## src/rtl/generador_perfil_pasos_if.sv

```systemverilog
// Move request and step-clock signals between the motion controller and the step-rate generator.
interface generador_perfil_pasos_if #(
  parameter int unsigned CNT_W = 16
);
  logic             inicio;
  logic [CNT_W-1:0] pasosObjetivo;
  logic             direccion;
  logic             paro;
  logic             frecuencia;
  logic             direccionGiro;
  logic             ocupado;
  logic             terminado;
  logic [CNT_W-1:0] pasosRestantes;

  modport master (
    output inicio, pasosObjetivo, direccion, paro,
    input  frecuencia, direccionGiro, ocupado, terminado, pasosRestantes
  );

  modport slave (
    input  inicio, pasosObjetivo, direccion, paro,
    output frecuencia, direccionGiro, ocupado, terminado, pasosRestantes
  );
endinterface

```

## src/rtl/generador_perfil_pasos.sv

```systemverilog
// Trapezoidal step-rate generator: counted burst of step edges with a linear-period
// acceleration ramp, cruise at MIN_DIV and a mirrored deceleration ramp.
module generador_perfil_pasos #(
  parameter int unsigned START_DIV = 250000,
  parameter int unsigned MIN_DIV   = 100000,
  parameter int unsigned ACCEL_DEC = 5000,
  parameter int unsigned DIV_W     = 20,
  parameter int unsigned CNT_W     = 16
) (
  input logic                     clk,
  input logic                     rst,
  generador_perfil_pasos_if.slave bus
);

  typedef enum logic [2:0] {IDLE, ACCEL, CRUISE, DECEL, DONE} estado_t;

  localparam logic [DIV_W-1:0] START_P = DIV_W'(START_DIV);
  localparam logic [DIV_W-1:0] MIN_P   = DIV_W'(MIN_DIV);
  localparam logic [DIV_W-1:0] ACC_P   = DIV_W'(ACCEL_DEC);

  estado_t          estado_q, estado_d;
  logic [DIV_W-1:0] periodo_q, periodo_d;
  logic [DIV_W-1:0] contador_q, contador_d;
  logic [CNT_W-1:0] rampa_q, rampa_d;
  logic [CNT_W-1:0] restantes_q, restantes_d;
  logic             paro_q, paro_d;
  logic             dir_q, dir_d;
  logic             frecuencia_q, frecuencia_d;
  logic             ocupado_q, ocupado_d;
  logic             terminado_q, terminado_d;

  logic [DIV_W-1:0] perUp, perDown;
  logic [CNT_W-1:0] remMenos, rampaMin;
  logic             activo_d;

  // Saturating period steps; the period never leaves [MIN_P, START_P] so neither subtraction underflows.
  always_comb begin
    perUp    = ((START_P - periodo_q) <= ACC_P) ? START_P : (periodo_q + ACC_P);
    perDown  = ((periodo_q - MIN_P) <= ACC_P) ? MIN_P : (periodo_q - ACC_P);
    remMenos = restantes_q - CNT_W'(1);
    rampaMin = (remMenos < rampa_q) ? remMenos : rampa_q;
  end

  always_comb begin
    estado_d    = estado_q;
    periodo_d   = periodo_q;
    contador_d  = contador_q;
    rampa_d     = rampa_q;
    restantes_d = restantes_q;
    paro_d      = paro_q;
    dir_d       = dir_q;
    terminado_d = 1'b0;

    case (estado_q)
      IDLE: begin
        if (bus.inicio) begin
          if (bus.pasosObjetivo != '0) begin
            restantes_d = bus.pasosObjetivo;
            dir_d       = bus.direccion;
            periodo_d   = START_P;
            rampa_d     = '0;
            contador_d  = '0;
            estado_d    = ACCEL;
          end else begin
            estado_d    = DONE;
            terminado_d = 1'b1;
          end
        end
      end

      ACCEL, CRUISE, DECEL: begin
        if (estado_q != DECEL && bus.paro) begin
          paro_d = 1'b1;
        end
        if (contador_q == periodo_q - DIV_W'(1)) begin
          contador_d  = '0;
          restantes_d = remMenos;
          if (remMenos == '0) begin
            estado_d    = DONE;
            terminado_d = 1'b1;
          end else if (estado_q != DECEL && (paro_q || remMenos <= rampa_q)) begin
            // Decelerate over as many steps as were spent accelerating.
            restantes_d = rampaMin;
            if (rampaMin == '0) begin
              estado_d    = DONE;
              terminado_d = 1'b1;
            end else begin
              estado_d  = DECEL;
              periodo_d = perUp;
            end
          end else if (estado_q == ACCEL) begin
            periodo_d = perDown;
            rampa_d   = rampa_q + CNT_W'(1);
            if (perDown == MIN_P) begin
              estado_d = CRUISE;
            end
          end else if (estado_q == DECEL) begin
            periodo_d = perUp;
          end
        end else begin
          contador_d = contador_q + DIV_W'(1);
        end
      end

      DONE: begin
        estado_d = IDLE;
        paro_d   = 1'b0;
      end

      default: estado_d = IDLE;
    endcase

    activo_d     = (estado_d == ACCEL) || (estado_d == CRUISE) || (estado_d == DECEL);
    ocupado_d    = activo_d;
    frecuencia_d = activo_d && (contador_d < (periodo_d >> 1));
  end

  always_ff @(posedge clk or posedge rst) begin
    if (rst) begin
      estado_q     <= IDLE;
      periodo_q    <= START_P;
      contador_q   <= '0;
      rampa_q      <= '0;
      restantes_q  <= '0;
      paro_q       <= 1'b0;
      dir_q        <= 1'b0;
      frecuencia_q <= 1'b0;
      ocupado_q    <= 1'b0;
      terminado_q  <= 1'b0;
    end else begin
      estado_q     <= estado_d;
      periodo_q    <= periodo_d;
      contador_q   <= contador_d;
      rampa_q      <= rampa_d;
      restantes_q  <= restantes_d;
      paro_q       <= paro_d;
      dir_q        <= dir_d;
      frecuencia_q <= frecuencia_d;
      ocupado_q    <= ocupado_d;
      terminado_q  <= terminado_d;
    end
  end

  assign bus.frecuencia     = frecuencia_q;
  assign bus.direccionGiro  = dir_q;
  assign bus.ocupado        = ocupado_q;
  assign bus.terminado      = terminado_q;
  assign bus.pasosRestantes = restantes_q;

endmodule

```

## src/flat_wrapper.sv

```systemverilog
// flat-port wrapper written by rule: the top's interface ports become plain ports
module generador_perfil_pasos_flat 
#(
  parameter int unsigned START_DIV = 250000,
  parameter int unsigned MIN_DIV   = 100000,
  parameter int unsigned ACCEL_DEC = 5000,
  parameter int unsigned DIV_W     = 20,
  parameter int unsigned CNT_W     = 16
)
  (clk, rst, bus_inicio, bus_pasosObjetivo, bus_direccion, bus_paro, bus_frecuencia, bus_direccionGiro, bus_ocupado, bus_terminado, bus_pasosRestantes);
  generador_perfil_pasos_if #(.CNT_W(CNT_W)) bus_i ();
  input logic clk;
  input logic rst;
  input wire logic [$bits(bus_i.inicio)-1:0] bus_inicio;
  input wire logic [$bits(bus_i.pasosObjetivo)-1:0] bus_pasosObjetivo;
  input wire logic [$bits(bus_i.direccion)-1:0] bus_direccion;
  input wire logic [$bits(bus_i.paro)-1:0] bus_paro;
  output wire logic [$bits(bus_i.frecuencia)-1:0] bus_frecuencia;
  output wire logic [$bits(bus_i.direccionGiro)-1:0] bus_direccionGiro;
  output wire logic [$bits(bus_i.ocupado)-1:0] bus_ocupado;
  output wire logic [$bits(bus_i.terminado)-1:0] bus_terminado;
  output wire logic [$bits(bus_i.pasosRestantes)-1:0] bus_pasosRestantes;
  assign bus_i.inicio = bus_inicio;
  assign bus_i.pasosObjetivo = bus_pasosObjetivo;
  assign bus_i.direccion = bus_direccion;
  assign bus_i.paro = bus_paro;
  assign bus_frecuencia = bus_i.frecuencia;
  assign bus_direccionGiro = bus_i.direccionGiro;
  assign bus_ocupado = bus_i.ocupado;
  assign bus_terminado = bus_i.terminado;
  assign bus_pasosRestantes = bus_i.pasosRestantes;
  generador_perfil_pasos #(.START_DIV(START_DIV), .MIN_DIV(MIN_DIV), .ACCEL_DEC(ACCEL_DEC), .DIV_W(DIV_W), .CNT_W(CNT_W)) u_core (.clk(clk), .rst(rst), .bus(bus_i));
endmodule
```

## config.mk

```make
export PLATFORM = sky130hd
export DESIGN_NAME = generador_perfil_pasos_flat
export DESIGN_NICKNAME = d
export VERILOG_FILES = /design/src/rtl/generador_perfil_pasos_if.sv /design/src/rtl/generador_perfil_pasos.sv /design/src/flat_wrapper.sv
export SDC_FILE = /design/constraint.sdc
export NUM_CORES = 1
export LEC_CHECK = 0
export CORE_ASPECT_RATIO = 2
export CORE_MARGIN = 8
export CORE_UTILIZATION = 55
export DETAILED_ROUTE_END_ITERATION = 8
export PLACE_DENSITY = 0.73
export SLEW_MARGIN = 40
export SYNTH_ARGS = -nofsm -noshare
export SYNTH_HDL_FRONTEND = slang
export SYNTH_SLANG_ARGS = --single-unit
```

## constraint.sdc

```tcl
create_clock -name clk -period 7.1 [get_ports clk]
set_clock_uncertainty 0.15 [all_clocks]
set_input_delay 1.065 -clock clk [delete_from_list [all_inputs] [get_ports clk]]
set_output_delay 1.065 -clock clk [all_outputs]
set_load 0.03 [all_outputs]
```

# == Word-level counts from Yosys, hierarchy flattened ==
# Cells that the tools add are included.
# op_classes
order_cmp,5
eq_ne,19
mux,47
addsub,8
reduce_logical,18
# ops
cell,n
20-bit two-way mux,13
16-bit two-way mux,12
20-bit one-hot mux with 2 select lines,2
16-bit one-hot mux with 2 select lines,2
"20-bit by 13-bit <= comparator with 1-bit output, second input constant",2
16-bit zero test,2
3-bit two-way mux,8
"20-bit by 1-bit adder with 20-bit output, second input constant",1
"20-bit by 13-bit adder with 20-bit output, second input constant",1
"20-bit by 17-bit == test with 1-bit output, second input constant",1
20-bit == test,1
20-bit by 19-bit < comparator with 1-bit output,1
"18-bit by 20-bit subtractor with 20-bit output, first input constant",1
"20-bit by 1-bit subtractor with 20-bit output, second input constant",1
"20-bit by 13-bit subtractor with 20-bit output, second input constant",1
"20-bit by 17-bit subtractor with 20-bit output, second input constant",1
"16-bit by 1-bit adder with 16-bit output, second input constant",1
16-bit <= comparator,1
16-bit < comparator,1
16-bit nonzero test,1
"16-bit by 1-bit subtractor with 16-bit output, second input constant",1
7-bit AND reduction,2
"3-bit by 2-bit == test with 1-bit output, second input constant",4
"2-bit by 1-bit != test with 1-bit output, second input constant",4
other kinds (17),32
# totals
output_inout_bits,20
regBits,80
wordCells,108

# == Logic depth before layout (Yosys ltp) ==
# Gate-level depths: netlist of the first run.
# logic_depth
word_depth,14
depth_mapped,27
mapped_depth_nobuf,24

# == Worst setup path after synthesis of the first run ==
# OpenSTA, ideal clock, no wires.
# synth_path
path_type,flip-flop to flip-flop
from,"reg u_core.restantes_q[5], in the netlist u_core.bus.pasosRestantes[5]"
to,"reg u_core.frecuencia_q, in the netlist u_core.bus.frecuencia"
t_required_ps,6863
setup_slack_ps,849
synth_period_minus_slack_ps,6251
arrival_ps,6015
path_stages_with_launch,26
path_cell_list,dfrtp_1 -> clkbuf_1 -> nor3_2 -> nand3_1 -> o21a_1 -> or2_2 -> ha_1 -> a21o_1 -> a21o_1 -> a2111oi_0 -> and3_1 -> buf_2 -> a41oi_1 -> o211a_1 -> o21ai_1 -> clkbuf_1 -> a21oi_1 -> ha_1 -> a21o_1 -> a21o_1 -> a21oi_1 -> o21ai_0 -> a2111oi_0 -> o2111ai_1 -> o21bai_1 -> a211oi_2
# synth_between
elab_chain_len,13
word_cells_on_any_way,25
# synth_lines
element,line_no,rtl
"start, declared",generador_perfil_pasos.sv:25,"logic [CNT_W-1:0] restantes_q, restantes_d;"
"start signal, assigned",generador_perfil_pasos.sv:135,restantes_q <= restantes_d;
16-bit by 1-bit subtractor with 16-bit output (*),generador_perfil_pasos.sv:40,remMenos = restantes_q - CNT_W'(1);
branches (longest 11 deep; another with 20-bit by 19-bit < comparator with 1-bit output),--,
1-bit logical AND (*),generador_perfil_pasos.sv:115,frecuencia_d = activo_d && (contador_d < (periodo_d >> 1));
net u_core.frecuencia_d,generador_perfil_pasos.sv:28,"logic frecuencia_q, frecuencia_d;"
"end signal, assigned",generador_perfil_pasos.sv:138,frecuencia_q <= frecuencia_d;
"end, declared",generador_perfil_pasos.sv:28,
# Mark *: on every way through the listed nets, which the timed path passes. The select of a mux whose other input is x is not followed.
# A chain may end at the register's enable or synchronous reset.

# == Worst setup path in the final report of the first run ==
# layout_path
from,"reg u_core.restantes_q[3], in the netlist u_core.bus.pasosRestantes[3]"
to,"reg u_core.frecuencia_q, in the netlist u_core.bus.frecuencia"
# Same word-level chain as after synthesis.

==> results of run 1 <==
==> report_power, final <==
group	internal [mW]	switching, mW
clock	0.287	0.217
sequential	0.545	0.196
combinational	0.537	0.886
total	1.37	1.30
==> flip-flops by register name, indices dropped and copies added (netlist names) <==
| register | flops |
|---|---|
| u_core.bus.ocupado | 1 |
| u_core.bus.pasosRestantes | 16 |
| u_core.bus.terminado | 1 |
| u_core.bus.frecuencia | 1 |
| u_core.bus.direccionGiro | 1 |
| u_core.rampa_q | 16 |
| u_core.contador_q | 20 |
| u_core.periodo_q | 20 |
| u_core.paro_q | 1 |
| u_core.estado_q | 3 |
==> worst paths after layout <==
check | startpoint | endpoint | slack, ns | cells past startpoint
worst min-delay path | u_core.bus.direccionGiro | u_core.bus.direccionGiro | 0.36 | 1
worst min register to register | u_core.bus.direccionGiro | u_core.bus.direccionGiro | 0.36 | 1
worst max-delay path | u_core.bus.pasosRestantes[3] | u_core.bus.frecuencia | 0.40 | 24
max in group asynchronous | rst | u_core.periodo_q[10] | 5.20 | 3
worst max register to register | u_core.bus.pasosRestantes[3] | u_core.bus.frecuencia | 0.40 | 24
min in group asynchronous | rst | u_core.periodo_q[0] | 1.08 | 3
==> per-layer routing <==
| metal | vias up | part of all wire (%) | wire length (microns) | track usage, % |
|---|---|---|---|---|
| li1 | 4270 | - | - | - |
| met1 | 4544 | 31 | 11600 | 33.3 |
| met2 | 520 | 51 | 18700 | 66.0 |
| met3 | 205 | 7.6 | 2790 | 8.13 |
| met4 | 2 | 10 | 3810 | 34.8 |
| met5 | - | 0.030 | 11 | 1.27 |
==> what timing repair did <==
item	CTS	global route
setup endpoints to repair	0	1
hold endpoints to repair	0	0
gates resized for setup	0	3
==> cells in the final DEF (no fill, tap or decap), types with 9 or more instances in the layout <==
cell type	netlist	final
o31ai_1	18	18
clkbuf_16	0	9
or3_1	14	14
nand2b_1	18	18
ha_1	46	46
xnor2_1	42	42
o211ai_1	24	24
a21o_1	16	15
nand4_1	23	23
buf_4	0	36
o21a_1	23	23
and3_1	21	21
and2_1	14	14
nor2b_1	11	11
xor2_1	18	18
nor4_1	29	27
inv_1	48	47
nand2_1	130	130
dfrtp_1	73	72
nand3_1	48	48
o21ai_0	89	89
a31oi_1	12	12
nor3_1	38	37
a21oi_1	53	52
clkdlybuf4s50_1	0	40
or4_1	10	10
nor2_1	66	66
==> logic make-up (layout without fill, tap and decap cells) <==
kind of cell,after synthesis,after routing
and+or+nand+nor,467,467
DFF,80,80
adders and majority gates,46,46
xor gates and xnor gates,60,60
AOI/OAI and AO/OA,351,351
muxes,9,9
buffers and inverters,125,141
==> area by class of cell <==
class	count	area [sq um]
inverters	48	181
clock buffers	10	239
fillers	1450	5720
multi-input cells	933	6140
flip-flops and latches	80	2010
well taps	198	248
repair buffers	77	684
clock inverters	6	75.1
==> critical path, delay by kind of cell (launching register included) <==
kind / cells / cell delay, ns
AOI/OAI and AO/OA: 13 / 2.80
and+or+nand+nor: 7 / 2.22
adders and majority gates: 2 / 0.63
DFF: 1 / 0.45
buffers and inverters: 1 / 0.18
xor gates and xnor gates: 1 / 0.17
==> per-stage QoR <==
stage | cells | setup TNS [ns] | utilization, %
finish | 1352 | 0 | 62.6
global route | 1352 | -0.0148 | 62.6
CTS | 1352 | 0 | 62.4
detailed placement | 1336 | 0 | 60.4
global placement | 1336 | 0 | 60.3
floorplan | 1138 | 0 | -
==> metrics.yaml, run 1 <==
outcome: "finished clean"
syn_area_per_cell_sq_um: 7.56
portBuffers: 40
cts_buffers: 9
synth_top_family_by_area: "simple AND/OR/NAND/NOR gates"
cp-end-kind: "flip-flop"
path_clk_slew_ns: 0.07
gr-usage-all-layers_pct: 36.6
gp_congestion: 1.09
power_mw: 2.67
netlist_instances: 1138
htree_levels: 3
critPathArrivalTime_ns: 6.83
clock.fmax_ghz: 0.149
synthArstFlopShare_pct: 100
synthAdderAreaFrac_pct: 6.69
fin_crit_sh_pct: 94.4
synth-simple-area-share_pct: 29.0
synth_compound_area_share_pct: 27.9
maxCapViolCount: 0
clk_latency_ns: 0.36
synth_nets: 1205
row_count: 64
antenna_found_initial: 1
placed_area_sq_mm: 0.00923
synth.distinct_cells: 90
critPathLaunchType: "flip-flop"
cpMostUsedCell: "o21ai_0"
drt_pass1_iterations: 6
hold_violations: 0
cts_sinks: 80
p_per_area_mw_per_mm2: 279
ios: 41
grt_pass1_vias: 9404
die_h_microns: 193
synth_edf_count: 0
ys_seq_elements: 80
finalSetupViolCount: 0
synthXorXnorAreaFrac_pct: 6.11
netlist.area_leader.share_pct: 21.2
grt_overflow_total: 0
grt_max_degree: 81
areaGrowthSynthToFinish_pct: 11.3
grt_pass1_wl_microns: 55000
yosysMostFrequentCell: "nand2_1"
drc: 0
ctsHoldBuffers: 0
drive_above_1_share_pct: 9.36
ctsLongestPathBuffers: 2
finalCriticalPeriod_ns: 6.70
worstPathMaxFanout: 10
dp_slack_ns: 0.299
yosysSeqAreaShare_pct: 23.4
die_width_microns: 104
criticalPathCategory: "flip-flop to flip-flop"
nNetsFinal: 1216
die_area_sq_mm: 0.0201
dpl.hpwl_microns: 27500
irDropWorstVdd_uv: 184
crit_required_ns: 7.23
slowest_delay_ns: 0.45
wirelength_microns: 36900
hold_slack_ns: 0.360
tightest_slew_ns: 0.931
synth_top_flop_cell: "dfrtp_1"
viasPerCell: 7.06
initial_core_util_pct: 56.2
hp-class: "flip-flop to flip-flop"
syn_area_sq_mm: 0.00860
core_area_sq_mm: 0.0153
setup_ws_ns: 0.397
wire_per_inst_microns: 27.3
antennaDiodeCount: 0
ys_warn_count: 0
slew_viol_final: 0
drt.antenna.violating_nets: 0
synth.area.mux_share_pct: 1.11
cts_setup_buffers: 0
design_area_sq_mm: 0.00958
ys_top_cells_by_count: "130 x nand2_1, 89 x o21ai_0, 73 x dfrtp_1"
clock_tree.root_cell: "clkbuf_16"
relSlewSlack_pct: 37.9
cts_tree: "done"
drtIter0Drc: 857
leakagePower_nw: 3.81
num_vias: 9541
synth_top_cell_by_area: "dfrtp_1"
path_cells: "nor3_2 > nand3_1 > nor4_1 > xor2_1 > ha_1 > nand4_1 > nor4_2 > o21ai_0 > and3_1 > buf_4 > a41o_1 > o21ai_0 > o21ai_0 > a221oi_1 > or3_1 > ha_1 > a21o_1 > a21o_1 > a21oi_1 > o21ai_0 > a2111oi_0 > o2111ai_1 > o21bai_1 > a211oi_2"
cp_slowest_cell: "dfrtp_1"
synth_area_leaders: "dfrtp_1 21%, ha_1 6.7%, nand2_1 5.7%"
(Power assumes the default switching activity.)
==> inputs of run 2 (changes only) <==
Settings changed: PLACE_DENSITY 0.73 to 0.74.
==> run 2 against run 1 <==
Routed wire length grew 3.6%. Highest routed layer is now met4. Critical path depth shrank 8. Sequential power barely moved. Clock-buffer cell count is the same. Combinational power hardly changed. Maximum frequency is 0.14% lower. Cell count about the same. Sequential share of layout area fell by 0.073 points. Largest power group unchanged. Largest cell class unchanged.
==> metrics.yaml, run 2 (synthesis gave the netlist of run 1 again) <==
outcome: "finished clean"
slew_viol_final: 0  # unchanged
grt_pass1_vias: 9352  # -0.55%
wire_per_inst_microns: 28.2  # +3.5%
ctsLongestPathBuffers: 2  # unchanged
critPathArrivalTime_ns: 6.83  # about the same
drt_pass1_iterations: 6  # unchanged
r2r_cells: 16  # -33%
dpl.hpwl_microns: 28300  # +2.8%
criticalPathCategory: "flip-flop to flip-flop"
row_count: 64  # unchanged
p_per_area_mw_per_mm2: 280  # +0.56%
irDropWorstVdd_uv: 205  # +11%
gp_congestion: 1.09  # -0.20%
hold_end: "u_core.bus.direccionGiro"
maxCapViolCount: 0  # unchanged
reg_top3: "u_core.contador_q (20), u_core.periodo_q (20)"
r2r_end: "u_core.bus.frecuencia"
reg2reg_slack_ns: 0.39  # about the same
die_h_microns: 193  # unchanged
relSlewSlack_pct: 35.0  # -3.0 points
grt_max_degree: 81  # unchanged
core_area_sq_mm: 0.0153  # unchanged
reg2reg_from: "u_core.periodo_q[4]"
setup_ws_ns: 0.388  # -0.00941 ns
grt_overflow_total: 0  # unchanged
areaGrowthSynthToFinish_pct: 11.7
ios: 41  # unchanged
clock_tree.root_cell: "clkbuf_16"
wirelength_microns: 38200  # +3.6%
drive_above_1_share_pct: 9.61  # +0.25 points
num_vias: 9566  # +0.26%
hold_depth: 1  # unchanged
finalSetupViolCount: 0  # unchanged
met3_usage_pct: 7.12  # -1.0 points
nNetsFinal: 1217  # +0.082%
crit_required_ns: 7.22  # about the same
antenna_found_initial: 2  # +1
dp_slack_ns: 0.541  # +0.243 ns
gr-usage-all-layers_pct: 38.0  # +1.4 points
met1_usage_pct: 36.3  # +3.0 points
cts_buffers: 9  # unchanged
use_met2_pct: 67.9  # +2.0 points
fill_cells: 1438  # -0.83%
cts_tree: "done"
viasPerCell: 7.07  # +0.19%
critPathLaunchType: "flip-flop"
hold_path.startpoint: "u_core.bus.direccionGiro"
hold_violations: 0  # unchanged
clock.fmax_ghz: 0.149  # -0.14%
top_usage_layer: "met2"
drtIter0Drc: 779  # -9.1%
ctsHoldBuffers: 0  # unchanged
grt_pass1_wl_microns: 57000  # +3.6%
die_width_microns: 104  # unchanged
fin_crit_sh_pct: 94.5  # +0.13 points
final_cell_mix: "130 x nand2_1, 88 x o21ai_0, 73 x dfrtp_1, 65 x nor2_1, 52 x a21oi_1"
die_area_sq_mm: 0.0201  # unchanged
initial_core_util_pct: 56.2  # unchanged
portBuffers: 40  # unchanged
cts_sinks: 80  # unchanged
clk_latency_ns: 0.36  # about the same
tightest_slew_ns: 0.966  # +0.0354 ns
worstPathMaxFanout: 22  # +12
drc: 0  # unchanged
finalCriticalPeriod_ns: 6.71  # +0.00941 ns
antennaDiodeCount: 0  # unchanged
htree_levels: 3  # unchanged
path_clk_slew_ns: 0.07  # about the same
leakagePower_nw: 3.83  # +0.52%
setup_tns_ns: 0  # unchanged
power_mw: 2.69  # +0.85%
drt.antenna.violating_nets: 0  # unchanged
layout_commonest_cell: "nand2_1"
cp-end-kind: "flip-flop"
hp-class: "flip-flop to flip-flop"
[run 2: repair_timing]
| action | 4_1_cts | 5_1_grt |
|---|---|---|
| gates resized for setup | 0 | 6 |
| setup endpoints to repair | 0 | 1 |
| setup buffers | 0 | 0 |
[run 2: worst max path at each step]
stage                                            start  cells past startpoint  slack, ns               endpoint
after CTS                 u_core.bus.pasosRestantes[1]                     23       0.52  u_core.bus.frecuencia
after floorplan           u_core.bus.pasosRestantes[5]                     25       0.85  u_core.bus.frecuencia
after detailed placement  u_core.bus.pasosRestantes[1]                     23       0.54  u_core.bus.frecuencia
after global routing      u_core.bus.pasosRestantes[0]                     26     -0.007  u_core.bus.frecuencia
after global placement    u_core.bus.pasosRestantes[1]                     23       0.74  u_core.bus.frecuencia
final                              u_core.periodo_q[4]                     16       0.39  u_core.bus.frecuencia
[run 2: per-layer routing]
metal	vias up	share of wire, %
met1	4531	32
li1	4274	-
met5	-	0
met4	0	10
met3	207	7.4
met2	554	50
[run 2: through the flow]
stage,std cells,instance area (sq um),hold slack (ns),utilization (%)
2_1_floorplan,1138,8600,0.364,-
3_3_place_gp,1337,9240,0.342,60.4
3_5_place_dp,1337,9250,0.347,60.4
4_1_cts,1353,9560,0.361,62.5
5_1_grt,1353,9600,0.387,62.8
6_report,1353,9600,0.359,62.8
[run 2: worst max-delay path, stage by stage (launching register included)]
cell       delay [ns]
dfstp_2          0.83
inv_1            0.21
ha_1             0.37
nand2b_1         0.29
nand3_1          0.25
mux2i_1          0.27
or4b_4           0.53
or2_2            0.37
nor4b_4          0.55
nand3_2          0.39
a211oi_1         0.83
a211oi_1         0.20
ha_1             0.36
a2111oi_0        0.41
o2111ai_1        0.18
o21bai_1         0.20
a211oi_2         0.22
[run 2: layout make-up]
cell class | count | area, sq um | share of cell area (%)
clock buffers | 10 | 229 | 2.38
clock inverters | 6 | 90.1 | 0.938
inverters | 48 | 181 | 1.89
multi-input cells | 933 | 6150 | 64.1
flip-flops and latches | 80 | 2010 | 20.9
well taps | 198 | 248 | 2.58
repair buffers | 78 | 692 | 7.20
[run 2: report_power, final]
group	total (mW)	internal [mW]	switching, mW
combinational	1.43	0.531	0.901
sequential	0.739	0.545	0.194
clock	0.521	0.311	0.211
==> inputs of run 3 (changes only) <==
Settings changed: CORE_ASPECT_RATIO 2 to 1.2.
==> run 3 against run 2 <==
Clock power decreased by 10%. Register-to-register slack improved by 0.15 ns. Via count decreased by 2.9%. Combinational power decreased by 8%. Maximum frequency increased by 2.4%. Largest cell class unchanged. Cell count about the same. Highest routed layer unchanged. Core utilization decreased by 1.3 points. Sequential share of layout area increased by 0.21 points.
==> metrics.yaml, run 3 (synthesis gave the netlist of run 1 again) <==
gr-usage-all-layers_pct: 32.2  # -5.8 points
antennaDiodeCount: 0  # unchanged
finalSetupViolCount: 0  # unchanged
areaGrowthSynthToFinish_pct: 10.5
die_h_microns: 153  # -21%
grt_max_degree: 72  # -11%
grt_pass1_vias: 8900  # -4.8%
fill_cells: 1438  # unchanged
reg_top3: "u_core.contador_q (20), u_core.periodo_q (20)"
drt_pass1_iterations: 7  # +1
clock_tree.root_cell: "clkbuf_16"
power_mw: 2.52  # -6.6%
maxCapViolCount: 0  # unchanged
crit_required_ns: 7.21  # about the same
rsz0062_at_grt: "no"
outcome: "finished clean"
clk_latency_ns: 0.34  # -0.02 ns
antenna_found_initial: 0  # -2
cts_buffers: 9  # unchanged
worstPathMaxFanout: 11  # -50%
dp.cells: 1338  # +0.075%
setup_tns_ns: 0  # unchanged
die_area_sq_mm: 0.0199  # -1.1%
viasPerCell: 6.86  # -3.0%
grt_overflow_total: 0  # unchanged
hold_path.startpoint: "u_core.bus.direccionGiro"
r2r_cells: 24  # +8
setup_ws_ns: 0.542  # +0.154 ns
critPathLaunchType: "flip-flop"
initial_core_util_pct: 55.7  # -0.57 points
cp_slowest_cell: "a2111oi_1"
drtIter0Drc: 1088  # +40%
hold_depth: 1  # unchanged
htree_levels: 3  # unchanged
multi_input_area_sq_mm: 0.00614  # -0.18%
path_cells: "nor2_1 > nand3_1 > o21a_1 > or2_2 > ha_1 > a21o_1 > a21o_1 > a2111oi_1 > and3_1 > buf_4 > a41oi_1 > o211a_1 > o21ai_1 > buf_4 > a21oi_1 > ha_1 > a21o_1 > a21o_1 > a21oi_1 > o21ai_0 > a2111oi_0 > o2111ai_1 > o21bai_1 > a211oi_2"
tightest_slew_ns: 0.783  # -0.183 ns
path_clk_slew_ns: 0.07  # about the same
p_per_area_mw_per_mm2: 264  # -5.6%
leakagePower_nw: 3.76  # -1.9%
slew_viol_final: 0  # unchanged
cpMostUsedCell: "a21o_1"
slowest_delay_ns: 0.60  # -0.23 ns
relSlewSlack_pct: 47.3  # +12 points
reg2reg_from: "u_core.bus.pasosRestantes[1]"
cts_setup_buffers: 0  # unchanged
irDropWorstVdd_uv: 127  # -38%
layout_commonest_cell: "nand2_1"
grt_pass1_wl_microns: 49800  # -13%
wire_per_inst_microns: 23.6  # -16%
cts_sinks: 80  # unchanged
finalCriticalPeriod_ns: 6.56  # -0.154 ns
ctsLongestPathBuffers: 2  # unchanged
critPathArrivalTime_ns: 6.67  # -0.16 ns
gp_congestion: 1.06  # -3.0%
drc: 0  # unchanged
hold_violations: 0  # unchanged
die_width_microns: 130  # +25%
wirelength_microns: 32000  # -16%
cts_tree: "done"
core_area_sq_mm: 0.0155  # +1.0%
ios: 41  # unchanged
r2r_end: "u_core.bus.frecuencia"
clock.fmax_ghz: 0.152  # +2.4%
stdcell_count: 1354  # +0.074%
dpl.hpwl_microns: 24500  # -13%
reg2reg_slack_ns: 0.54  # +0.15 ns
criticalPathCategory: "flip-flop to flip-flop"
dp_slack_ns: 0.406  # -0.135 ns
fin_crit_sh_pct: 92.4  # -2.2 points
nNetsFinal: 1208  # -0.74%
row_count: 50  # -22%
final_cell_mix: "130 x nand2_1, 89 x o21ai_0, 73 x dfrtp_1, 66 x nor2_1, 52 x a21oi_1"
hp-class: "flip-flop to flip-flop"
portBuffers: 40  # unchanged
seqCellArea_sq_mm: 0.00201  # unchanged
hold_end: "u_core.bus.direccionGiro"
cp-end-kind: "flip-flop"
drive_above_1_share_pct: 8.64  # -0.97 points
drt.antenna.violating_nets: 0  # unchanged
num_vias: 9288  # -2.9%
## run 3: area by class of cell
| cell class | instances | area share, % |
|---|---|---|
| well taps | 208 | 2.74 |
| inverters | 48 | 1.91 |
| multi-input cells | 933 | 64.6 |
| flip-flops and latches | 80 | 21.1 |
| clock inverters | 5 | 0.421 |
| repair buffers | 69 | 6.54 |
| clock buffers | 11 | 2.66 |
## run 3: what timing repair did
action / CTS / global route
setup endpoints to repair: 0 / 1
resized for setup: 0 / 4
hold buffers: 0 / 0
## run 3: metal layers
layer	vias up	share of wire, %	GRT usage (%)
li1	4268	-	-
met1	4398	38	37.2
met2	491	47	52.1
met3	131	7.2	5.29
met4	0	7.9	23.9
met5	-	0	0
## run 3: critical path: cells and delay by family, from the launching register on
family          cells  cell delay (ns)
buf+inv             2             0.41
compound gates     16             3.69
flops               1             0.45
fa+ha+maj           2             0.62
simple gates        4             1.18
## run 3: per-stage QoR
step	cell area, sq um	util [%]	hold WS (ns)
4_1_cts	9490	61.4	0.369
6_report	9510	61.5	0.368
2_1_floorplan	8600	-	0.364
3_5_place_dp	9200	59.5	0.350
5_1_grt	9510	61.5	0.391
3_3_place_gp	9180	59.4	0.340
## run 3: worst max-delay path by stage
| stage | endpoint | slack, ns | startpoint | depth (start not counted) |
|---|---|---|---|---|
| 5_1_grt | u_core.bus.frecuencia | 0.1 | u_core.bus.pasosRestantes[1] | 24 |
| 2_1_floorplan | u_core.bus.frecuencia | 0.85 | u_core.bus.pasosRestantes[5] | 25 |
| 3_5_place_dp | u_core.bus.frecuencia | 0.41 | u_core.bus.pasosRestantes[1] | 24 |
| 3_3_place_gp | u_core.bus.frecuencia | 0.68 | u_core.bus.pasosRestantes[1] | 22 |
| 6_report | u_core.bus.frecuencia | 0.54 | u_core.bus.pasosRestantes[1] | 24 |
| 4_1_cts | u_core.bus.frecuencia | 0.37 | u_core.bus.pasosRestantes[1] | 24 |
## run 3: power by group
group | switching (mW) | internal (mW)
sequential | 0.189 | 0.545
combinational | 0.794 | 0.519
clock | 0.209 | 0.258
total | 1.19 | 1.32
